==> config.mk <==
export PLATFORM = sky130hd
export DESIGN_NAME = imem_fetch_unit
export DESIGN_NICKNAME = d
export VERILOG_FILES = /design/src/rtl/y86_pkg.sv /design/src/rtl/instr_len_decode.sv /design/src/rtl/imem_fetch_unit.sv
export SDC_FILE = /design/constraint.sdc
export NUM_CORES = 1
export LEC_CHECK = 0
export CELL_PAD_IN_SITES_DETAIL_PLACEMENT = 1
export CELL_PAD_IN_SITES_GLOBAL_PLACEMENT = 1
export CORE_MARGIN = 2
export CORE_UTILIZATION = 36
export DETAILED_ROUTE_END_ITERATION = 6
export GPL_ROUTABILITY_DRIVEN = 0
export PLACE_DENSITY = 0.91
export REMOVE_ABC_BUFFERS = 1
export SLEW_MARGIN = 20
export SYNTH_ARGS = -nofsm -noshare
export SYNTH_HDL_FRONTEND = slang
export SYNTH_HIERARCHICAL = 1
export SYNTH_SLANG_ARGS = --single-unit
==> constraint.sdc <==
create_clock -name clk -period 5.86 [get_ports clk]
set_input_delay 0.879 -clock clk [delete_from_list [all_inputs] [get_ports clk]]
set_output_delay 0.879 -clock clk [all_outputs]
set_load 0.01 [all_outputs]
==> src/rtl/y86_pkg.sv <==
// Shared Y86-64 definitions for the instruction fetch path.
// Contents:
//   - icode values for every defined instruction class
//   - default instruction memory size and maximum instruction length
//   - fetch FSM state encoding (exported on the fetch unit's debug port)
package y86_pkg;

  localparam logic [3:0] ICODE_HALT   = 4'h0;
  localparam logic [3:0] ICODE_NOP    = 4'h1;
  localparam logic [3:0] ICODE_CMOVXX = 4'h2;
  localparam logic [3:0] ICODE_IRMOVQ = 4'h3;
  localparam logic [3:0] ICODE_RMMOVQ = 4'h4;
  localparam logic [3:0] ICODE_MRMOVQ = 4'h5;
  localparam logic [3:0] ICODE_OPQ    = 4'h6;
  localparam logic [3:0] ICODE_JXX    = 4'h7;
  localparam logic [3:0] ICODE_CALL   = 4'h8;
  localparam logic [3:0] ICODE_RET    = 4'h9;
  localparam logic [3:0] ICODE_PUSHQ  = 4'hA;
  localparam logic [3:0] ICODE_POPQ   = 4'hB;

  localparam int unsigned MEM_SIZE_DEFAULT  = 256;
  localparam int unsigned MAX_BYTES_DEFAULT = 10;

  typedef enum logic [1:0] {
    ST_IDLE = 2'd0,
    ST_REQ  = 2'd1,
    ST_DONE = 2'd2
  } fetch_state_e;

endpackage

==> src/rtl/instr_len_decode.sv <==
// Instruction length decoder (purely combinational).
// Maps an icode to the total instruction length in bytes. Undefined icodes
// (C..F) report length 1 and raise invalid_o so the caller can stop after
// the first byte. Also used by the fetch stage's valP computation.
// Ports:
//   icode_i   [3:0]  icode, upper nibble of instruction byte 0
//   len_o     [3:0]  instruction length in bytes (1, 2, 9 or 10)
//   invalid_o        icode is not a defined instruction
module instr_len_decode
  import y86_pkg::*;
(
  input  logic [3:0] icode_i,
  output logic [3:0] len_o,
  output logic       invalid_o
);

  always_comb begin
    len_o     = 4'd1;
    invalid_o = 1'b0;
    case (icode_i)
      ICODE_HALT, ICODE_NOP, ICODE_RET:                  len_o = 4'd1;
      ICODE_CMOVXX, ICODE_OPQ, ICODE_PUSHQ, ICODE_POPQ:  len_o = 4'd2;
      ICODE_IRMOVQ, ICODE_RMMOVQ, ICODE_MRMOVQ:          len_o = 4'd10;
      ICODE_JXX, ICODE_CALL:                             len_o = 4'd9;
      default: begin
        len_o     = 4'd1;
        invalid_o = 1'b1;
      end
    endcase
  end

endmodule

==> src/rtl/imem_fetch_unit.sv <==
// Instruction memory fetch unit.
// On an accepted start, reads the instruction at pc one byte at a time from
// a byte-wide memory, sizes the instruction from its first byte and presents
// the assembled instruction, its length and its PC with a one-cycle
// instr_valid pulse. Results hold until the next accepted start.
// Ports:
//   clk, rst_n               clock, synchronous active-low reset
//   start, pc                fetch request and instruction address (IDLE only)
//   busy                     a fetch is in progress (REQ or DONE)
//   mem_req, mem_addr        byte read request and address
//   mem_ack, mem_rdata       byte read completion and data
//   instr                    assembled instruction, byte 0 in the top byte
//   instr_len                bytes fetched
//   pc_out                   PC of the instruction in instr
//   instr_valid              one-cycle pulse, outputs are final
//   mem_error                fetch ran past the end of memory
//   invalid_instr            byte 0 carries an undefined icode
//   state_o                  current FSM state (debug)
//
// Memory handshake: mem_req is high only in REQ with an in-range address,
// mem_addr is constant for as long as mem_req stays high, and a byte is
// transferred on every rising edge where mem_req and mem_ack are both high
// (mem_ack may already be high in the first request cycle). mem_ack is
// ignored whenever mem_req is low.
module imem_fetch_unit
  import y86_pkg::*;
#(
  parameter int unsigned MEM_SIZE  = MEM_SIZE_DEFAULT,
  parameter int unsigned MAX_BYTES = MAX_BYTES_DEFAULT
) (
  input  logic                   clk,
  input  logic                   rst_n,
  input  logic                   start,
  input  logic [63:0]            pc,
  output logic                   busy,
  output logic                   mem_req,
  output logic [63:0]            mem_addr,
  input  logic                   mem_ack,
  input  logic [7:0]             mem_rdata,
  output logic [8*MAX_BYTES-1:0] instr,
  output logic [3:0]             instr_len,
  output logic [63:0]            pc_out,
  output logic                   instr_valid,
  output logic                   mem_error,
  output logic                   invalid_instr,
  output logic [1:0]             state_o
);

  localparam int INSTR_W = 8 * MAX_BYTES;

  fetch_state_e         state_q, state_d;
  logic [3:0]           k_q, k_d;
  logic [3:0]           len_tgt_q, len_tgt_d;
  logic [INSTR_W-1:0]   instr_q, instr_d;
  logic [3:0]           instr_len_q, instr_len_d;
  logic [63:0]          pc_out_q, pc_out_d;
  logic                 mem_error_q, mem_error_d;
  logic                 invalid_q, invalid_d;

  logic [3:0]           dec_len;
  logic                 dec_invalid;
  logic [3:0]           cur_len;
  logic [3:0]           k_next;
  logic [64:0]          tgt_addr;
  logic                 addr_bad;

  instr_len_decode u_len_decode (
    .icode_i   (mem_rdata[7:4]),
    .len_o     (dec_len),
    .invalid_o (dec_invalid)
  );

  // 65-bit sum so a PC near 2^64 that wraps is caught as out of range.
  assign tgt_addr = {1'b0, pc_out_q} + {61'b0, k_q};
  assign addr_bad = tgt_addr[64] || (tgt_addr > (65'(MEM_SIZE) - 65'd1));

  // The length is only known once byte 0 arrives; until then use the
  // decoder output directly.
  assign cur_len = (k_q == 4'd0) ? dec_len : len_tgt_q;
  assign k_next  = k_q + 4'd1;

  always_comb begin
    state_d     = state_q;
    k_d         = k_q;
    len_tgt_d   = len_tgt_q;
    instr_d     = instr_q;
    instr_len_d = instr_len_q;
    pc_out_d    = pc_out_q;
    mem_error_d = mem_error_q;
    invalid_d   = invalid_q;
    mem_req     = 1'b0;
    mem_addr    = 64'd0;

    case (state_q)
      ST_IDLE: begin
        if (start) begin
          state_d     = ST_REQ;
          pc_out_d    = pc;
          instr_d     = '0;
          instr_len_d = 4'd0;
          mem_error_d = 1'b0;
          invalid_d   = 1'b0;
          k_d         = 4'd0;
          len_tgt_d   = 4'd0;
        end
      end

      ST_REQ: begin
        if (addr_bad) begin
          // Never issue a request outside memory; report what was fetched.
          mem_error_d = 1'b1;
          instr_len_d = k_q;
          state_d     = ST_DONE;
        end else begin
          mem_req  = 1'b1;
          mem_addr = tgt_addr[63:0];
          if (mem_ack) begin
            for (int b = 0; b < MAX_BYTES; b++) begin
              if (k_q == 4'(b)) begin
                instr_d[INSTR_W-1-8*b -: 8] = mem_rdata;
              end
            end
            k_d = k_next;
            if (k_q == 4'd0) begin
              len_tgt_d = dec_len;
              invalid_d = dec_invalid;
            end
            if ((k_next == cur_len) || (k_next == 4'(MAX_BYTES))) begin
              instr_len_d = k_next;
              state_d     = ST_DONE;
            end
          end
        end
      end

      ST_DONE: state_d = ST_IDLE;

      default: state_d = ST_IDLE;
    endcase
  end

  always_ff @(posedge clk) begin
    if (!rst_n) begin
      state_q     <= ST_IDLE;
      k_q         <= 4'd0;
      len_tgt_q   <= 4'd0;
      instr_q     <= '0;
      instr_len_q <= 4'd0;
      pc_out_q    <= 64'd0;
      mem_error_q <= 1'b0;
      invalid_q   <= 1'b0;
    end else begin
      state_q     <= state_d;
      k_q         <= k_d;
      len_tgt_q   <= len_tgt_d;
      instr_q     <= instr_d;
      instr_len_q <= instr_len_d;
      pc_out_q    <= pc_out_d;
      mem_error_q <= mem_error_d;
      invalid_q   <= invalid_d;
    end
  end

  assign busy          = (state_q != ST_IDLE);
  assign instr_valid   = (state_q == ST_DONE);
  assign instr         = instr_q;
  assign instr_len     = instr_len_q;
  assign pc_out        = pc_out_q;
  assign mem_error     = mem_error_q;
  assign invalid_instr = invalid_q;
  assign state_o       = state_q;

endmodule

After elaboration in Yosys (flattened, before gate mapping)
Cells that the tools add are included.
{"block": "word_totals", "regBits": 160, "word_cells": 130}
{"block": "op_classes", "add_sub_neg": 2, "order_cmp": 1, "n_eq_ne": 40, "n_mux": 44, "reduce_logical": 26}
{"operator": "80-bit 2-to-1 mux", "count": 3}
{"operator": "80-bit one-hot mux with 2 select lines", "count": 1}
{"operator": "64-bit 2-to-1 mux", "count": 2}
{"operator": "8-bit 2-to-1 mux", "count": 10}
{"operator": "64-bit by 4-bit adder with 65-bit output", "count": 1}
{"operator": "65-bit by 8-bit > comparator with 1-bit output (second input constant)", "count": 1}
{"operator": "5-bit AND reduction", "count": 10}
{"operator": "4-bit 2-to-1 mux", "count": 9}
{"operator": "4-bit by 3-bit equality test with 1-bit output (second input constant)", "count": 8}
{"operator": "4-bit equality test (second input constant)", "count": 7}
{"operator": "2-bit inequality test (second input constant)", "count": 14}
{"operator": "4-bit one-hot mux with 2 select lines", "count": 3}
{"operator": "4-bit by 2-bit equality test with 1-bit output (second input constant)", "count": 4}
{"operator": "4-bit one-hot mux with 3 select lines", "count": 1}
{"operator": "12-bit OR reduction", "count": 1}
{"operator": "4-bit by 1-bit equality test with 1-bit output (second input constant)", "count": 2}
{"operator": "4-bit logical NOT", "count": 2}
{"operator": "1-bit 2-to-1 mux", "count": 8}
{"operator": "2-bit 2-to-1 mux", "count": 4}
{"operator": "4-bit AND reduction", "count": 2}
{"operator": "3-bit inequality test (second input constant)", "count": 2}
{"operator": "3-bit AND reduction", "count": 2}
{"operator": "4-bit by 1-bit adder with 4-bit output (second input constant)", "count": 1}
{"operator": "4-bit equality test", "count": 1}
{"operator": "11 further kinds", "count": 14}

Logic depth before layout (Yosys ltp)
{"block": "depth", "ltp_word": 10, "mapped_depth": 15, "depth_no_buf": 13}

By module
Netlist, hierarchy kept.
{"mod": "imem_fetch_unit", "n_inst": 1, "cells_each": 1147, "area_each_um2": 8978.6, "seq_area_each_um2": 3203.1}
{"mod": "instr_len_decode", "n_inst": 1, "cells_each": 11, "area_each_um2": 68.8, "seq_area_each_um2": 0.0}

Worst setup path after synthesis
Ideal clock, no wire load.
{"block": "synth_path", "path_kind": "register to output", "from": "register k_q[0]", "to": "output port mem_addr[3]", "arrival_ns": 3.550, "required_time_ns": 4.981, "setup_slack_ns": 1.431, "stages_incl_launch_ff": 14, "path_cell_list": "dfxtp_1 -> ha_1 -> inv_1 -> fa_1 -> nand2b_1 -> a211oi_2 -> nand4_1 -> o31ai_1 -> nand3_1 -> nor4_1 -> nand4b_2 -> nor2_1 -> nand2_1 -> nor3_1"}
{"block": "synth_between", "elab_chain_cells": 5}
{"item": "from (decl)", "line": "imem_fetch_unit.sv:52", "text": "logic [3:0] k_q, k_d;"}
{"item": "from (signal assigned)", "line": "imem_fetch_unit.sv:154", "text": "k_q <= k_d;"}
{"item": "64-bit by 4-bit adder with 65-bit output *", "line": "imem_fetch_unit.sv:74", "text": "assign tgt_addr = {1'b0, pc_out_q} + {61'b0, k_q};"}
{"item": "65-bit by 8-bit > comparator with 1-bit output", "line": "imem_fetch_unit.sv:75", "text": "assign addr_bad = tgt_addr[64] || (tgt_addr > (65'(MEM_SIZE) - 65'd1));"}
{"item": "1-bit logical OR", "line": "imem_fetch_unit.sv:75"}
{"item": "64-bit 2-to-1 mux *", "line": "imem_fetch_unit.sv:109", "text": "if (addr_bad) begin"}
{"item": "64-bit 2-to-1 mux *", "line": "imem_fetch_unit.sv:94", "text": "case (state_q)"}
{"item": "to (decl)", "line": "imem_fetch_unit.sv:37", "text": "output logic [63:0] mem_addr,"}
Mark *: on every way between the ends. The rest lies on a longest branch, timed or not.

Worst setup path after layout
{"block": "layout_path", "from": "register k_q[0]", "to": "output port mem_addr[0]"}
Same word-level chain as after synthesis.

==> out/summary.json <==
{
  "outcome": "completed",
  "ant_nets_after_route": 0,
  "hold_class": "flop to flop",
  "total_power_density_per_cell_area_mw_per_mm2": 239,
  "final_net_count": 1439,
  "worst_pin_slew_ns": 0.956,
  "dr.first_iter.drc_count": 645,
  "synth_area_leaders": "sky130_fd_sc_hd__dfxtp_1 35%, sky130_fd_sc_hd__nand2_1 8.3%, sky130_fd_sc_hd__a21boi_1 6.0%",
  "routed_wire_length_per_instance_um": 20.6,
  "grt-ovfl-total": 0,
  "die-area_mm2": 0.0264,
  "cts-root-buf": "sky130_fd_sc_hd__clkbuf_16",
  "antennaDiodeCount": 0,
  "grt_max_degree": 90,
  "ys_dominant_reg_cell": "sky130_fd_sc_hd__dfxtp_1",
  "min_path_cells": 2,
  "num_io_pins": 295,
  "crit-reg2reg-capture": "len_tgt_q[1]",
  "clock_tree_from_tritoncts": "done",
  "power_leakage_nw": 4.21,
  "number_of_enable_flip_flop_cells_after_synthesis": 0,
  "clock_path_buffers": 2,
  "area.growth.synth_to_final_pct": 34.2,
  "synth_area_leader_cell": "sky130_fd_sc_hd__dfxtp_1",
  "critical_path.endpoint": "mem_addr[0]",
  "synth.lib_cells_used.distinct": 73,
  "portBuffers": 238,
  "via_count": 9658,
  "cts_inserted_buffers": 17,
  "final_max_slew_viol_count": 0,
  "slew_headroom": 0.361,
  "drt_first_pass_iters": 5,
  "cts-hold-fix-buffers": 0,
  "worst_skew_pair.late_latency_ns": 0.46,
  "antenna_found_initial": 1,
  "fp-row-count": 58,
  "grt_first_pass_wirelength_um": 54000,
  "cts.clk_slew.worst_paths_ns": 0.08,
  "worstPathArrival_ns": 4.77,
  "synth-warning-count": 6,
  "vdd_drop_max_mv": 0.181,
  "wirelength_um": 34900,
  "die_w_um": 163,
  "synth_seq_area_share": 0.354,
  "setup_viol_count_final": 0,
  "setup_tns_ns": 0,
  "routed_via_density": 5.69,
  "fillerInstances": 2989,
  "worst_r2r_path_depth": 15,
  "worst_setup_path_startpoint": "k_q[0]",
  "grt.total_usage": 0.257,
  "cp.required_ns": 4.98,
  "postSynthCellCount": 1158,
  "cts.sink_count": 160,
  "layout-drive-gt1-share": 0.0608,
  "first_global_vias": 9801,
  "power_mw": 2.90,
  "synth.top_cell.area_share": 0.354,
  "ys_seq_elements": 160,
  "synth.cell_area_mm2": 0.00905,
  "regToRegSetupSlack_ns": 1.02,
  "core_area_mm2": 0.0249,
  "hpwl_um": 24300,
  "cap_viol_max_count": 0,
  "clock.fmax_mhz": 177,
  "period_minus_slack_ns": 5.65,
  "post_synth.cell_area_avg_um2": 7.81,
  "worst_setup_path_end_kind": "output pin",
  "regToRegStartpoint": "k_q[0]",
  "floorplan.die.height_um": 163,
  "async_reset_ff_frac": 0,
  "finalHoldViolations": 0,
  "worst_setup_path_start_kind": "flop",
  "clock_tree.htree_level_count": 4,
  "skew_ns": 0.0191,
  "crit_path_max_fanout": 12,
  "post-route-period-util": 0.964,
  "effective_utilization_at_floorplan": 0.363,
  "crit_type": "flop to output pin",
  "post-route-drc-count": 0
}
## layout make-up
cell class	instances	area, µm²	share of cell area
Clock inverter	15	204	0.0168
Sequential cell	160	3200	0.264
Inverter	18	67.6	0.00557
Timing Repair Buffer	259	2550	0.210
Multi-Input combinational cell	897	5280	0.435
Clock buffer	17	425	0.0350
Tap cell	330	413	0.0340
## cells by family (layout without fill, tap and decap cells)
logic type               after synthesis  count (layout)  share of synthesized area
XOR/XNOR                              41              41                     0.0397
other                                  2              57                   0.000830
AND/OR/NAND/NOR                      476             476                      0.257
adder cells (fa/ha/maj)               10              10                     0.0147
flip-flops                           160             160                      0.354
AO/OA/AOI/OAI                        296             296                      0.221
multiplexers                          17              17                     0.0188
buffers and inverters                156             309                     0.0940
## critical path: stages, from the launching register on
cell	delay (ns)
sky130_fd_sc_hd__dfxtp_2	0.42
sky130_fd_sc_hd__ha_1	0.21
sky130_fd_sc_hd__inv_1	0.06
sky130_fd_sc_hd__fa_1	0.39
sky130_fd_sc_hd__nand2b_1	0.25
sky130_fd_sc_hd__a211oi_4	0.39
sky130_fd_sc_hd__nand4_1	0.14
sky130_fd_sc_hd__a221oi_1	0.35
sky130_fd_sc_hd__nand4_1	0.22
sky130_fd_sc_hd__a2111oi_4	0.41
sky130_fd_sc_hd__nand4b_2	0.23
sky130_fd_sc_hd__nor2_1	0.23
sky130_fd_sc_hd__buf_4	0.24
sky130_fd_sc_hd__and3_1	0.17
sky130_fd_sc_hd__clkdlybuf4s50_1	0.59
## Yosys cell counts, types with 4 or more instances
| cell | instances |
|---|---|
| sky130_fd_sc_hd__nand4_1 | 30 |
| sky130_fd_sc_hd__a21oi_1 | 15 |
| sky130_fd_sc_hd__clkbuf_2 | 4 |
| sky130_fd_sc_hd__inv_1 | 18 |
| sky130_fd_sc_hd__dfxtp_1 | 160 |
| sky130_fd_sc_hd__a21boi_1 | 72 |
| sky130_fd_sc_hd__xnor2_1 | 23 |
| sky130_fd_sc_hd__and2_1 | 5 |
| sky130_fd_sc_hd__buf_4 | 63 |
| sky130_fd_sc_hd__o21ai_1 | 20 |
| sky130_fd_sc_hd__buf_2 | 7 |
| sky130_fd_sc_hd__mux2i_1 | 17 |
| sky130_fd_sc_hd__a211o_1 | 4 |
| sky130_fd_sc_hd__a211oi_1 | 6 |
| sky130_fd_sc_hd__or3_1 | 4 |
| sky130_fd_sc_hd__or4_1 | 8 |
| sky130_fd_sc_hd__o21ai_0 | 73 |
| sky130_fd_sc_hd__a21boi_0 | 66 |
| sky130_fd_sc_hd__ha_1 | 9 |
| sky130_fd_sc_hd__xor2_1 | 18 |
| sky130_fd_sc_hd__nand3_1 | 107 |
| sky130_fd_sc_hd__nor3_1 | 24 |
| sky130_fd_sc_hd__nor4_1 | 16 |
| sky130_fd_sc_hd__nand2_1 | 200 |
| sky130_fd_sc_hd__a31oi_1 | 6 |
| sky130_fd_sc_hd__clkbuf_1 | 61 |
| sky130_fd_sc_hd__and3_1 | 11 |
| sky130_fd_sc_hd__and4_1 | 5 |
| sky130_fd_sc_hd__nor2_1 | 38 |
| sky130_fd_sc_hd__nor2b_1 | 6 |
## report_power, final
part           switching (mW)  leakage, nW  internal (mW)  total (mW)
Combinational           0.306         2.61          0.212       0.518
Clock                   0.587        0.302          0.587        1.17
Sequential             0.0852         1.30           1.13        1.21
Total                   0.977         4.21           1.93        2.90
## flip-flops by register name, indices dropped and copies added (netlist names)
register	flops
pc_out	64
instr_len	4
mem_error	1
state_o	2
k_q	4
instr	80
invalid_instr	1
len_tgt_q	4
## metal layers
metal | share of wire | vias up | track usage
li1 | - | 4365 | -
met5 | 0 | - | 0
met3 | 0.085 | 97 | 0.0677
met2 | 0.48 | 447 | 0.438
met1 | 0.40 | 4749 | 0.311
met4 | 0.033 | 0 | 0.0990
## what timing repair did
action	4_1_cts	5_1_grt
cloned	0	0
endpoints found under the hold margin	0	0
setup endpoints to repair	8	9
gates resized for setup	3	9
pin swaps	2	3
buffers inserted	2	6
## through the flow
step / cell area [µm²] / worst slack (ns) / hold WS, ns / std cells / utilization
5_1_grt: 12100 / -0.0528 / 0.486 / 1696 / 0.488
3_3_place_gp: 11400 / 0.603 / 0.448 / 1655 / 0.457
2_1_floorplan: 8470 / 0.0120 / 0.437 / 1075 / -
3_5_place_dp: 11400 / 0.379 / 0.460 / 1655 / 0.457
4_1_cts: 12000 / 0.0135 / 0.471 / 1689 / 0.483
6_report: 12100 / 0.210 / 0.465 / 1696 / 0.488
## cells in the final DEF, fill, tap and decap left out, drive strengths merged, types with 3 or more instances in the layout
cell	netlist	final
a211o	4	4
a211oi	7	7
a21boi	138	138
a21oi	15	15
a31oi	6	6
and2	6	6
and3	11	11
and4	5	5
buf	73	22
clkbuf	65	17
clkdlybuf4s50	0	237
clkinv	0	9
conb	2	57
dfxtp	160	160
ha	9	9
inv	18	24
mux2i	17	17
nand2	200	200
nand2b	3	3
nand3	107	107
nand4	32	32
nor2	38	38
nor2b	6	6
nor3	25	25
nor3b	4	4
nor4	19	19
o211ai	3	3
o21ai	93	93
o31ai	3	3
or2	3	3
or3	4	4
or4	9	9
xnor2	23	23
xor2	18	18
## worst min-delay path by stage
stage / startpoint / to / slack [ns]
after CTS: instr[76] / instr[76] / 0.47
after global placement: len_tgt_q[1] / len_tgt_q[1] / 0.45
final: instr[76] / instr[76] / 0.46
after detailed placement: instr[76] / instr[76] / 0.46
after floorplan: len_tgt_q[1] / len_tgt_q[1] / 0.44
after global routing: instr[76] / instr[76] / 0.49
Note: power is estimated with default switching activity, not from simulation.
